--- src/rtl/if_fetch_queue_if.sv ---
// Fetch-queue handshake bundle: imem request/response channels and the ID-side head channel.
// master = fetch queue, slave = memory/ID environment.
interface if_fetch_queue_if;
    logic        imem_req_valid;
    logic        imem_req_ready;
    logic [31:0] imem_req_addr;
    logic        imem_rsp_valid;
    logic [31:0] imem_rsp_data;
    logic        id_valid;
    logic        id_ready;
    logic [31:0] id_instr;
    logic [31:0] id_pc4;

    modport master (
        output imem_req_valid, imem_req_addr, id_valid, id_instr, id_pc4,
        input  imem_req_ready, imem_rsp_valid, imem_rsp_data, id_ready
    );

    modport slave (
        input  imem_req_valid, imem_req_addr, id_valid, id_instr, id_pc4,
        output imem_req_ready, imem_rsp_valid, imem_rsp_data, id_ready
    );
endinterface

--- src/rtl/if_fetch_queue.sv ---
// Instruction fetch front end: credit-limited in-order imem fetch, DEPTH-entry {instr, pc+4} queue,
// redirect flush with stale-response dropping. Optional same-cycle response bypass: IFQ_BYPASS_EN.
module if_fetch_queue #(
    parameter int unsigned DEPTH    = 4,
    parameter int unsigned MAX_OUT  = 2,
    parameter logic [31:0] RESET_PC = 32'h0000_3000
) (
    input  logic                       clk,
    input  logic                       rst,
    input  logic                       start,
    input  logic                       redirect_valid,
    input  logic [31:0]                redirect_pc,
    if_fetch_queue_if.master           bus,
    output logic [$clog2(DEPTH+1)-1:0] occupancy
);
    localparam int AW = $clog2(DEPTH);
    localparam int CW = $clog2(DEPTH+1);
    localparam int OW = $clog2(MAX_OUT+1);

    typedef enum logic [1:0] {S_IDLE, S_RUN, S_FLUSH} state_t;

    state_t        r_state;
    logic [31:0]   r_fetch_pc;
    logic [31:0]   r_resp_pc;
    logic [OW-1:0] r_outstanding;
    logic [OW-1:0] r_drop_cnt;
    logic [AW-1:0] r_wr_ptr;
    logic [AW-1:0] r_rd_ptr;
    logic [CW-1:0] r_count;
    logic [31:0]   r_mem_instr [DEPTH];
    logic [31:0]   r_mem_pc4   [DEPTH];

    logic          w_req_valid;
    logic          w_req_fire;
    logic          w_rsp_live;
    logic          w_bypass;
    logic          w_push;
    logic          w_pop;
    logic [31:0]   w_rsp_pc4;
    logic [OW-1:0] w_out_next;
    logic [OW-1:0] w_drop_next;

    // Credit check: queued plus in-flight words never exceed the queue size, so a response always fits.
    assign w_req_valid = (r_state == S_RUN) && start && !redirect_valid &&
                         (r_outstanding < OW'(MAX_OUT)) &&
                         ((32'(r_count) + 32'(r_outstanding)) < 32'(DEPTH));
    assign w_req_fire  = w_req_valid && bus.imem_req_ready;
    assign w_rsp_live  = bus.imem_rsp_valid && (r_drop_cnt == '0) && !redirect_valid;
    assign w_rsp_pc4   = r_resp_pc + 32'd4;

`ifdef IFQ_BYPASS_EN
    assign w_bypass = w_rsp_live && (r_count == '0);
`else
    assign w_bypass = 1'b0;
`endif

    assign w_push = w_rsp_live && !(w_bypass && bus.id_ready);
    assign w_pop  = (r_count != '0) && bus.id_ready && !redirect_valid;

    assign w_out_next = r_outstanding + OW'(w_req_fire) - OW'(bus.imem_rsp_valid);

    always_comb begin
        w_drop_next = r_drop_cnt;
        if (redirect_valid)
            w_drop_next = r_outstanding - OW'(bus.imem_rsp_valid);
        else if (bus.imem_rsp_valid && (r_drop_cnt != '0))
            w_drop_next = r_drop_cnt - OW'(1);
    end

    assign bus.imem_req_valid = w_req_valid;
    assign bus.imem_req_addr  = r_fetch_pc;
    assign bus.id_valid       = (r_count != '0) || w_bypass;
    assign bus.id_instr       = (r_count != '0) ? r_mem_instr[r_rd_ptr] :
                                (w_bypass ? bus.imem_rsp_data : 32'd0);
    assign bus.id_pc4         = (r_count != '0) ? r_mem_pc4[r_rd_ptr] :
                                (w_bypass ? w_rsp_pc4 : 32'd0);
    assign occupancy          = r_count;

    always_ff @(posedge clk) begin
        if (rst) begin
            r_state       <= S_IDLE;
            r_fetch_pc    <= RESET_PC;
            r_resp_pc     <= RESET_PC;
            r_outstanding <= '0;
            r_drop_cnt    <= '0;
            r_wr_ptr      <= '0;
            r_rd_ptr      <= '0;
            r_count       <= '0;
        end else begin
            r_outstanding <= w_out_next;
            r_drop_cnt    <= w_drop_next;
            if (redirect_valid) begin
                r_fetch_pc <= redirect_pc;
                r_resp_pc  <= redirect_pc;
                r_wr_ptr   <= '0;
                r_rd_ptr   <= '0;
                r_count    <= '0;
            end else begin
                if (w_req_fire)
                    r_fetch_pc <= r_fetch_pc + 32'd4;
                // resp_pc follows every live response, including bypassed ones
                if (w_rsp_live)
                    r_resp_pc <= w_rsp_pc4;
                if (w_push)
                    r_wr_ptr <= r_wr_ptr + AW'(1);
                if (w_pop)
                    r_rd_ptr <= r_rd_ptr + AW'(1);
                r_count <= r_count + CW'(w_push) - CW'(w_pop);
            end
            case (r_state)
                S_IDLE:  if (start) r_state <= S_RUN;
                S_RUN:   if (redirect_valid && (w_drop_next != '0)) r_state <= S_FLUSH;
                S_FLUSH: if (w_drop_next == '0) r_state <= S_RUN;
                default: r_state <= S_IDLE;
            endcase
        end
    end

    always_ff @(posedge clk) begin
        if (w_push) begin
            r_mem_instr[r_wr_ptr] <= bus.imem_rsp_data;
            r_mem_pc4[r_wr_ptr]   <= w_rsp_pc4;
        end
    end
endmodule
--- src/flat_wrapper.sv ---
// flat-port wrapper written by rule: the top's interface ports become plain ports
module if_fetch_queue_flat 
#(
    parameter int unsigned DEPTH    = 4,
    parameter int unsigned MAX_OUT  = 2,
    parameter logic [31:0] RESET_PC = 32'h0000_3000
)
  (clk, rst, start, redirect_valid, redirect_pc, occupancy, bus_imem_req_valid, bus_imem_req_addr, bus_id_valid, bus_id_instr, bus_id_pc4, bus_imem_req_ready, bus_imem_rsp_valid, bus_imem_rsp_data, bus_id_ready);
  if_fetch_queue_if bus_i ();
  input  logic clk;
  input  logic rst;
  input  logic start;
  input  logic redirect_valid;
  input  logic [31:0] redirect_pc;
  output logic [$clog2(DEPTH+1)-1:0] occupancy;
  output wire logic [$bits(bus_i.imem_req_valid)-1:0] bus_imem_req_valid;
  output wire logic [$bits(bus_i.imem_req_addr)-1:0] bus_imem_req_addr;
  output wire logic [$bits(bus_i.id_valid)-1:0] bus_id_valid;
  output wire logic [$bits(bus_i.id_instr)-1:0] bus_id_instr;
  output wire logic [$bits(bus_i.id_pc4)-1:0] bus_id_pc4;
  input wire logic [$bits(bus_i.imem_req_ready)-1:0] bus_imem_req_ready;
  input wire logic [$bits(bus_i.imem_rsp_valid)-1:0] bus_imem_rsp_valid;
  input wire logic [$bits(bus_i.imem_rsp_data)-1:0] bus_imem_rsp_data;
  input wire logic [$bits(bus_i.id_ready)-1:0] bus_id_ready;
  assign bus_imem_req_valid = bus_i.imem_req_valid;
  assign bus_imem_req_addr = bus_i.imem_req_addr;
  assign bus_id_valid = bus_i.id_valid;
  assign bus_id_instr = bus_i.id_instr;
  assign bus_id_pc4 = bus_i.id_pc4;
  assign bus_i.imem_req_ready = bus_imem_req_ready;
  assign bus_i.imem_rsp_valid = bus_imem_rsp_valid;
  assign bus_i.imem_rsp_data = bus_imem_rsp_data;
  assign bus_i.id_ready = bus_id_ready;
  if_fetch_queue #(.DEPTH(DEPTH), .MAX_OUT(MAX_OUT), .RESET_PC(RESET_PC)) u_core (.clk(clk), .rst(rst), .start(start), .redirect_valid(redirect_valid), .redirect_pc(redirect_pc), .bus(bus_i), .occupancy(occupancy));
endmodule
--- config.mk ---
export PLATFORM = sky130hd
export DESIGN_NAME = if_fetch_queue_flat
export DESIGN_NICKNAME = d
export VERILOG_FILES = /design/src/rtl/if_fetch_queue_if.sv /design/src/rtl/if_fetch_queue.sv /design/src/flat_wrapper.sv
export SDC_FILE = /design/constraint.sdc
export NUM_CORES = 1
export LEC_CHECK = 0
export CAP_MARGIN = 15
export CORE_MARGIN = 4
export CORE_UTILIZATION = 45
export DETAILED_ROUTE_END_ITERATION = 10
export PLACE_DENSITY = 0.77
export SLEW_MARGIN = 10
export SYNTH_ARGS = -nofsm -noshare
export SYNTH_HDL_FRONTEND = slang
export SYNTH_SLANG_ARGS = --single-unit
export TNS_END_PERCENT = 20
--- constraint.sdc ---
create_clock -name clk -period 4.2 [get_ports clk]
set_clock_uncertainty 0.2 [all_clocks]
set_input_delay 0.84 -clock clk [delete_from_list [all_inputs] [get_ports clk]]
set_output_delay 0.84 -clock clk [all_outputs]
set_load 0.01 [all_outputs]
==> results of run 1 <==
-- placed cells by master (no fill, tap or decap), drive strengths merged, types with 20 or more instances in the layout --
cell type,instances
xor2,47
nand4,41
nand2,39
a21oi,37
nor2,32
nand3,28
a21boi,44
clkdlybuf4s50,170
inv,38
clkbuf,46
xnor2,39
dfxtp,79
mux4,64
buf,20
edfxtp,256
and2,68
-- logic make-up (layout without fill, tap and decap cells) --
family / Yosys count / in the layout
and+or+nand+nor: 271 / 271
xor gates and xnor gates: 86 / 86
buffers and inverters: 95 / 291
AOI/OAI and AO/OA: 108 / 108
adders and majority gates: 13 / 13
muxes: 67 / 67
DFF: 335 / 335
-- metal layers --
layer | track usage (%) | wire length, um | vias to the layer above
met5 | 0 | 0 | -
met4 | 4.31 | 552 | 0
met2 | 27.6 | 13800 | 284
met3 | 3.17 | 1900 | 43
met1 | 23.7 | 13100 | 4208
li1 | - | - | 4017
-- path summary, 6_finish.rpt --
check                           depth (start not counted)                           to  slack (ps)
worst max register to register                         10          u_core.occupancy[2]         980
worst min-delay path                                    2  u_core.bus.imem_req_addr[1]         260
worst max-delay path                                    4              bus_id_instr[3]         390
worst min register to register                          2  u_core.bus.imem_req_addr[1]         260
-- final cells by class --
type | count | area (um^2) | area share, %
clock buffers | 46 | 981 | 5.55
clock inverters | 17 | 166 | 0.942
inverters | 38 | 143 | 0.808
multi-input cells | 545 | 4660 | 26.4
flip-flops and latches | 335 | 9280 | 52.5
well taps | 396 | 495 | 2.81
repair buffers | 190 | 1940 | 11.0
-- metrics by stage --
step / instances / hold slack, ps
2_1_floorplan: 975 / 260
3_3_place_gp: 1504 / 249
3_5_place_dp: 1504 / 254
4_1_cts: 1567 / 262
5_1_grt: 1567 / 290
6_report: 1567 / 260
-- sequential cells by signal, summed over array words and instances (netlist names), named ones only --
signal / cells
u_core.r_mem_instr: 128
u_core.r_mem_pc4: 128
u_core.bus.imem_req_addr: 32
u_core.r_resp_pc: 32
u_core.occupancy: 3
u_core.r_drop_cnt: 2
u_core.r_outstanding: 2
u_core.r_rd_ptr: 2
u_core.r_state: 2
u_core.r_wr_ptr: 2
-- worst register-to-register path, stage by stage (launching register included) --
cell and delay, ps:
dfxtp_1 340, or3_2 940, and3_1 430, ha_1 280, inv_1 50, ha_1 120
inv_1 40, fa_1 360, xor2_1 160, xnor2_1 130, nor2_1 50
-- power by group through the flow --
stage	Clock [uW]	Combinational [uW]	Sequential, uW
2_1_floorplan	0	294	3810
3_3_place_gp	0	551	3820
3_5_place_dp	0	564	3830
4_1_cts	3120	567	3760
5_1_grt	3270	615	3770
6_report	3040	558	3760
==> impl_metrics.ini, run 1 <==
[sta]
setup_slack_ps = 388
timing.final.max_slew_violations = 0
slew_headroom_pct = 30.4
finalSetupTns_ps = 0
period_share_pct = 90.8
rsz0062_at_grt = false
min_period_ps = 3810
fmax_mhz = 262
finalHoldViolations = 0
worst_pin_slew_ps = 1040
finalSetupViolCount = 0

[floorplan]
die_w_um = 186
initial_core_util_pct = 46.1
io_pins = 172
dieArea_um2 = 34700
core_um2 = 31000
die_h_um = 186
rows = 64

[cts]
cts_root_buffer = clkbuf_16
insertion_delay_ps = 510
post_cts_resized = 0
cts_hold_buf = 0
cts_sinks = 335
cts-htree-levels = 2
cts_tree = done
clockBufferDepth = 3
clk_pin_slew_ps = 60
postCtsSetupBuffers = 0
numCtsBuffers = 35

[min_path]
worstHoldStart = u_core.bus.imem_req_addr[1]
hold_class = reg2reg

[power]
p_leak_uw = 0.00583
p_sw_uw = 1560
p_clk_share_pct = 41.3
power_frac_comb_pct = 7.6
total_power_uw = 7360
ir_drop_v = 0.000231
p_seq_share_pct = 51.1
switching_share_pct = 21.2
power.density_nw_per_um2 = 417
internal-power_uw = 5800

[synth]
yosysMostFrequentCell = edfxtp_1
async_flop_share_pct = 0
synth_compound_area_share_pct = 4.91
synth_top_family_by_area = simple AND/OR/NAND/NOR gates
synthAdderAreaFrac_pct = 1.19
yosysTopAreaCellShare_pct = 53.8
synth_edf_count = 256
syn-num-nets = 1059
ys_warn_count = 0
synthXorXnorAreaFrac_pct = 5.27
avgSynthCellArea_um2 = 14.7
synth_area_um2 = 14300
synth.area.mux_share_pct = 10.3
netlist_top_cells_count = edfxtp_1 (256), dfxtp_1 (79), and2_1 (68)
synth.area.top_cells = edfxtp_1 (54%), dfxtp_1 (11%), mux4_2 (10%)
synth_cell_types = 49
seq_area_frac_synth_pct = 64.9
synth-simple-area-share_pct = 10.8
postSynthCellCount = 975
synth_ff_type = edfxtp_1
yosys_register_bits = 335
yosysTopAreaCell = edfxtp_1

[placed_design]
port_buffers = 171
placed_area_um2 = 16500
dp_slack_ps = 513
place_congestion = 0.860
place_hpwl_um = 18900

[layout]
synthToLayoutAreaGrowth_pct = 23.6
final_layout_size_suffix_gt1_share_pct = 13.2
final_util_pct = 57.0
num_antenna_cells = 0
nets = 1229
fillers = 2433
final_cell_area_um2 = 17700

[drt]
post-route-drc-count = 0
via_per_inst = 5.46
vias = 8552
postRouteAntennaNets = 0
wl_um = 29400
firstDrtPassIters = 5
post_drt_wl_per_cell_um = 18.7
drtIter0Drc = 503

[critical_path]
timing.rr.start = u_core.occupancy[2]
cp-startpoint = u_core.occupancy[2]
setup.worst_path.end_class = output pin
start_kind = register
critical_path.max_stage_delay_ps = 940
cp_slowest_cell = or3_2
cp.arrival_ps = 2770
cp.buffers_inverters = 2
crit_chain = or3_2 -> buf_4 -> and2_1 -> clkdlybuf4s50_1
critPathTopFamily = simple AND/OR/NAND/NOR gates
worst-setup-path-type = reg2out
crit_fanout = 61
required_ps = 3160

[grt]
antenna_found_initial = 0
gr-total-overflow = 0
track_usage_pct = 16.9
grt_pass1_wl_um = 46300
grt_max_degree = 65
grt_pass1_vias = 8742

[status]
status = finished clean

[job]
drv_cap = 0
No activity file was read; power rests on OpenSTA's default activity.
==> run 2: changes to the inputs <==
--- a/config.mk
+++ b/config.mk
@@ -6,10 +6,12 @@
 export NUM_CORES = 1
 export LEC_CHECK = 0
 export CAP_MARGIN = 15
+export CELL_PAD_IN_SITES_DETAIL_PLACEMENT = 0
+export CELL_PAD_IN_SITES_GLOBAL_PLACEMENT = 2
 export CORE_MARGIN = 4
-export CORE_UTILIZATION = 45
+export CORE_UTILIZATION = 40
 export DETAILED_ROUTE_END_ITERATION = 10
-export PLACE_DENSITY = 0.77
+export PLACE_DENSITY = 0.9
 export SLEW_MARGIN = 10
 export SYNTH_ARGS = -nofsm -noshare
 export SYNTH_HDL_FRONTEND = slang
==> run 2 against run 1 <==
Total power decreased by 0.49%. Non-clock buffer count is 6 higher. First-iteration DRC count fell by 20%. Via count shrank 0.55%. Utilization shrank 6.0 points. Die area grew 12%. Wire length increased by 7.1%. Fmax up 1.7%. Critical path depth unchanged. Cell count up 4.1%. Critical endpoint is now bus_id_pc4[9]. Highest routed layer unchanged.
==> impl_metrics.ini, run 2 (synthesis gave the netlist of run 1 again) <==
[layout]
fillers = 2964
final_cell_area_um2 = 17800
top_regs = u_core.r_mem_instr x128, u_core.r_mem_pc4 x128
final_layout_size_suffix_gt1_share_pct = 13.1
nets = 1236
final_common_cell = edfxtp_1
num_antenna_cells = 0
synthToLayoutAreaGrowth_pct = 24.5
regArea_um2 = 9270
multiInputGateArea_um2 = 4650
final_cell_mix = edfxtp_1 (256), clkdlybuf4s50_1 (171), dfxtp_1 (77), and2_1 (68), mux4_2 (64)

[critical_path]
worst-setup-path-type = reg2out
setup.worst_path.end_class = output pin
crit_chain = buf_12 -> mux4_2 -> and2_1 -> clkdlybuf4s50_1
cp_slowest_cell = dfxtp_4
start_kind = register
crit_fanout = 25
cp.arrival_ps = 2710
critical_path.max_stage_delay_ps = 670
required_ps = 3160

[placed_design]
placed_area_um2 = 16700
port_buffers = 171
place_hpwl_um = 21000
place_congestion = 0.809

[sta]
fmax_mhz = 267
slew_headroom_pct = 31.2
finalHoldViolations = 0
finalSetupTns_ps = 0
worst_pin_slew_ps = 1030
finalSetupViolCount = 0
min_period_ps = 3750
timing.final.max_slew_violations = 0
period_share_pct = 89.3
rsz0062_at_grt = false

[grt]
antenna_found_initial = 0
gr-total-overflow = 0
grt_pass1_vias = 8667
grt_pass1_wl_um = 49400
grt_max_degree = 65
track_usage_pct = 16.0

[cts]
clockBufferDepth = 3
post_cts_resized = 0
insertion_delay_ps = 520
cts_hold_buf = 0
postCtsSetupBuffers = 0
cts_sinks = 335
cts-htree-levels = 2
cts_root_buffer = clkbuf_16
cts_tree = done
numCtsBuffers = 36
clk_pin_slew_ps = 60

[floorplan]
dieArea_um2 = 38800
core_um2 = 34900
rows = 68
initial_core_util_pct = 41.0
io_pins = 172
die_h_um = 197
die_w_um = 197

[drt]
post_drt_wl_per_cell_um = 19.3
postRouteAntennaNets = 0
firstDrtPassIters = 4
post-route-drc-count = 0
drtIter0Drc = 402
via_per_inst = 5.21
vias = 8505
wl_um = 31400

[power]
ir_drop_v = 0.000226
p_leak_uw = 0.00587
total_power_uw = 7320
power.density_nw_per_um2 = 412

[job]
drv_cap = 0

[status]
status = finished clean

[min_path]
hold_class = reg2reg
run 2: changes by cell type in the layout (fill, tap and decap cells not counted), moves of 2 or more:
cell | before | now
bufinv_16 | 3 | 1
buf_4 | 12 | 14
buf_12 | 7 | 11
clkinv_2 | 8 | 6
clkinvlp_4 | 2 | 0
and3_2 | 0 | 4
and3_4 | 4 | 0
clkinv_1 | 2 | 6
run 2: final timing paths:
path | depth (start not counted) | slack [ps] | end | from
max reg2reg | 10 | 1160 | u_core.occupancy[2] | u_core.occupancy[2]
max | 4 | 450 | bus_id_pc4[9] | register
min | 2 | 260 | u_core.bus.imem_req_addr[1] | u_core.bus.imem_req_addr[1]
min reg2reg | 2 | 260 | u_core.bus.imem_req_addr[1] | u_core.bus.imem_req_addr[1]
run 2: through the flow:
step                      utilization (%)  hold slack, ps  cells  setup slack, ps
final                                51.0             256   1632              451
after detailed placement             47.8             251   1569              505
after CTS                            51.0             259   1632              345
after global routing                 51.0             293   1632              272
after global placement               47.8             248   1569              539
after floorplan                         -             260    975              547
run 2: area by class of cell:
class,instances,share of cell area (%)
Inverter,38,0.801
Tap cell,455,3.20
Timing Repair Buffer,196,11.4
Sequential cell,335,52.1
Clock buffer,48,5.72
Clock inverter,15,0.619
Multi-Input combinational cell,545,26.1
run 2: power breakdown:
part	leakage [uW]	internal, uW	switching, uW
clock network	0.000558	1770	1220
logic	0.00233	296	277
registers	0.00299	3680	86.9
total	0.00587	5740	1580
run 2: per-layer routing:
layer,track usage [%],up-vias,share of wire [%]
met5,0,-,0
met4,3.34,0,1.4
met3,3.58,40,5.6
met2,25.1,224,46
met1,23.3,4209,47
li1,-,4032,-
run 2: critical path: cells and delay by family, from the launching register on:
family / cells / cell delay (ps)
multiplexers: 1 / 510
buffers and inverters: 2 / 830
flip-flops: 1 / 670
AND/OR/NAND/NOR: 1 / 160
==> run 3: changes to the inputs <==
--- a/config.mk
+++ b/config.mk
@@ -11,6 +11,7 @@
 export CORE_MARGIN = 4
 export CORE_UTILIZATION = 40
 export DETAILED_ROUTE_END_ITERATION = 10
+export GPL_TIMING_DRIVEN = 0
 export PLACE_DENSITY = 0.9
 export SLEW_MARGIN = 10
 export SYNTH_ARGS = -nofsm -noshare
==> run 3 against run 2 <==
Cell count increased by 2.1%. Hold slack about the same. Count of clock-buffer cells in the layout decreased by 5. Critical endpoint is now bus_id_pc4[11]. Fmax decreased by 6.3%. Setup slack got worse by 250 ps. Critical path depth unchanged. Sequential power about the same. Sequential share of layout area decreased by 0.19 points. Total power increased by 0.58%. Combinational power increased by 3%. Clock power increased by 1%.
==> impl_metrics.ini, run 3 (synthesis gave the netlist of run 1 again) <==
[status]
status = finished clean

[placed_design]
placedCellCount = 1604
place_congestion = 0.817
placed_area_um2 = 16700
port_buffers = 170
place_hpwl_um = 22200

[power]
internal-power_uw = 5770
switching_share_pct = 21.7
p_leak_uw = 0.00585
p_sw_uw = 1590
power.density_nw_per_um2 = 413
p_clk_share_pct = 41.1
ir_drop_v = 0.000273
p_seq_share_pct = 50.9
power_frac_comb_pct = 8.0

[layout]
synthToLayoutAreaGrowth_pct = 24.9
final_layout_size_suffix_gt1_share_pct = 12.3
final_cell_mix = edfxtp_1 (256), clkdlybuf4s50_1 (170), dfxtp_1 (78), and2_1 (68), mux4_2 (64)
final_common_cell = edfxtp_1
num_antenna_cells = 0
top_regs = u_core.r_mem_instr x128, u_core.r_mem_pc4 x128
final_cell_area_um2 = 17900
nets = 1269
fin_cells = 1667

[drt]
wl_um = 32000
post_drt_wl_per_cell_um = 19.2
drtIter0Drc = 465
firstDrtPassIters = 7
post-route-drc-count = 0
via_per_inst = 5.13
vias = 8553
postRouteAntennaNets = 0

[floorplan]
dieArea_um2 = 38800
io_pins = 172
core_um2 = 34900
die_w_um = 197
initial_core_util_pct = 41.0
rows = 68
die_h_um = 197

[critical_path]
critical_path.max_stage_delay_ps = 760
cp.arrival_ps = 2960
reg2reg_slack_ps = 1220
crit_chain = clkbuf_1 -> mux4_2 -> and2_1 -> clkdlybuf4s50_1
start_kind = register
cp_slowest_cell = dfxtp_1
worst-setup-path-type = reg2out
setup.worst_path.end_class = output pin
crit_fanout = 10
timing.rr.start = u_core.r_resp_pc[4]
required_ps = 3160

[sta]
fmax_mhz = 250
finalSetupViolCount = 0
whs_ps = 256
timing.final.max_slew_violations = 0
finalHoldViolations = 0
rsz0062_at_grt = false
slew_headroom_pct = 29.1
min_period_ps = 4000
worst_pin_slew_ps = 1060
period_share_pct = 95.3

[grt]
grt_pass1_vias = 8822
gr-total-overflow = 0
grt_pass1_wl_um = 50400
track_usage_pct = 16.4
antenna_found_initial = 0
grt_max_degree = 42

[min_path]
worstHoldStart = u_core.bus.imem_req_addr[0]
hold_class = reg2reg

[cts]
cts_hold_buf = 0
clk_pin_slew_ps = 60
numCtsBuffers = 36
cts-htree-levels = 2
cts_root_buffer = clkbuf_16
postCtsSetupBuffers = 0
clockBufferDepth = 3
cts_tree = done
insertion_delay_ps = 510
cts_sinks = 335

[job]
drv_cap = 0
-- run 3: cell count changes in the layout (fill, tap and decap cells not counted), moves of 4 or more --
cell             before  now
and3_2                4    0
clkbuf_1              7   45
clkdlybuf4s15_2       0    6
buf_2                 0    5
buf_4                14    1
buf_12               11    3
and3_4                0    4
-- run 3: power groups by stage --
stage | logic, uW | registers (uW) | clock network (uW)
after floorplan | 294 | 3810 | 0
after global placement | 579 | 3820 | 0
after detailed placement | 594 | 3820 | 0
after CTS | 598 | 3750 | 3110
after global routing | 648 | 3760 | 3250
final | 588 | 3750 | 3030
-- run 3: final timing paths --
check / endpoint / depth (start not counted)
worst min register to register: u_core.bus.imem_req_addr[0] / 2
worst max register to register: u_core.r_mem_pc4[0][31] / 6
worst max-delay path: bus_id_pc4[11] / 4
worst min-delay path: u_core.bus.imem_req_addr[0] / 2
-- run 3: cell type report --
cell class	count	area, um^2
buffer	55	277
clock buffer	43	948
clock inverter	22	191
fill	2984	17000
inverter	38	143
multi-input combinational	545	4670
sequential	335	9270
tap	455	569
timing repair buffer	174	1790
-- run 3: timing repair --
item                                    CTS  global route
resized for setup                        13             0
endpoints found under the hold margin     0             0
endpoints found under the setup margin   60             0
-- run 3: worst max-delay path, delay by kind of cell (launching register included) --
kind	cells	cell delay [ps]
flops	1	760
mux	1	410
buf+inv	2	1110
simple gates	1	170
-- run 3: per-layer routing --
layer  wire length (um)  up-vias  track usage (%)
met5                  0        -                0
met4                423        0             3.08
met2              15000      229             26.7
li1                   -     4102                -
met1              14700     4184             23.5
met3               1860       38             3.07
-- run 3: per-stage QoR --
stage / setup TNS (ps) / utilization, % / worst slack (ps) / power, uW
finish: 0 / 51.2 / 198 / 7370
detailed placement: 0 / 47.8 / 57.3 / 4410
global route: 0 / 51.2 / 1.78 / 7660
global placement: -402090 / 47.5 / -1590 / 4400
CTS: 0 / 51.2 / 112 / 7460
floorplan: 0 / - / 547 / 4110
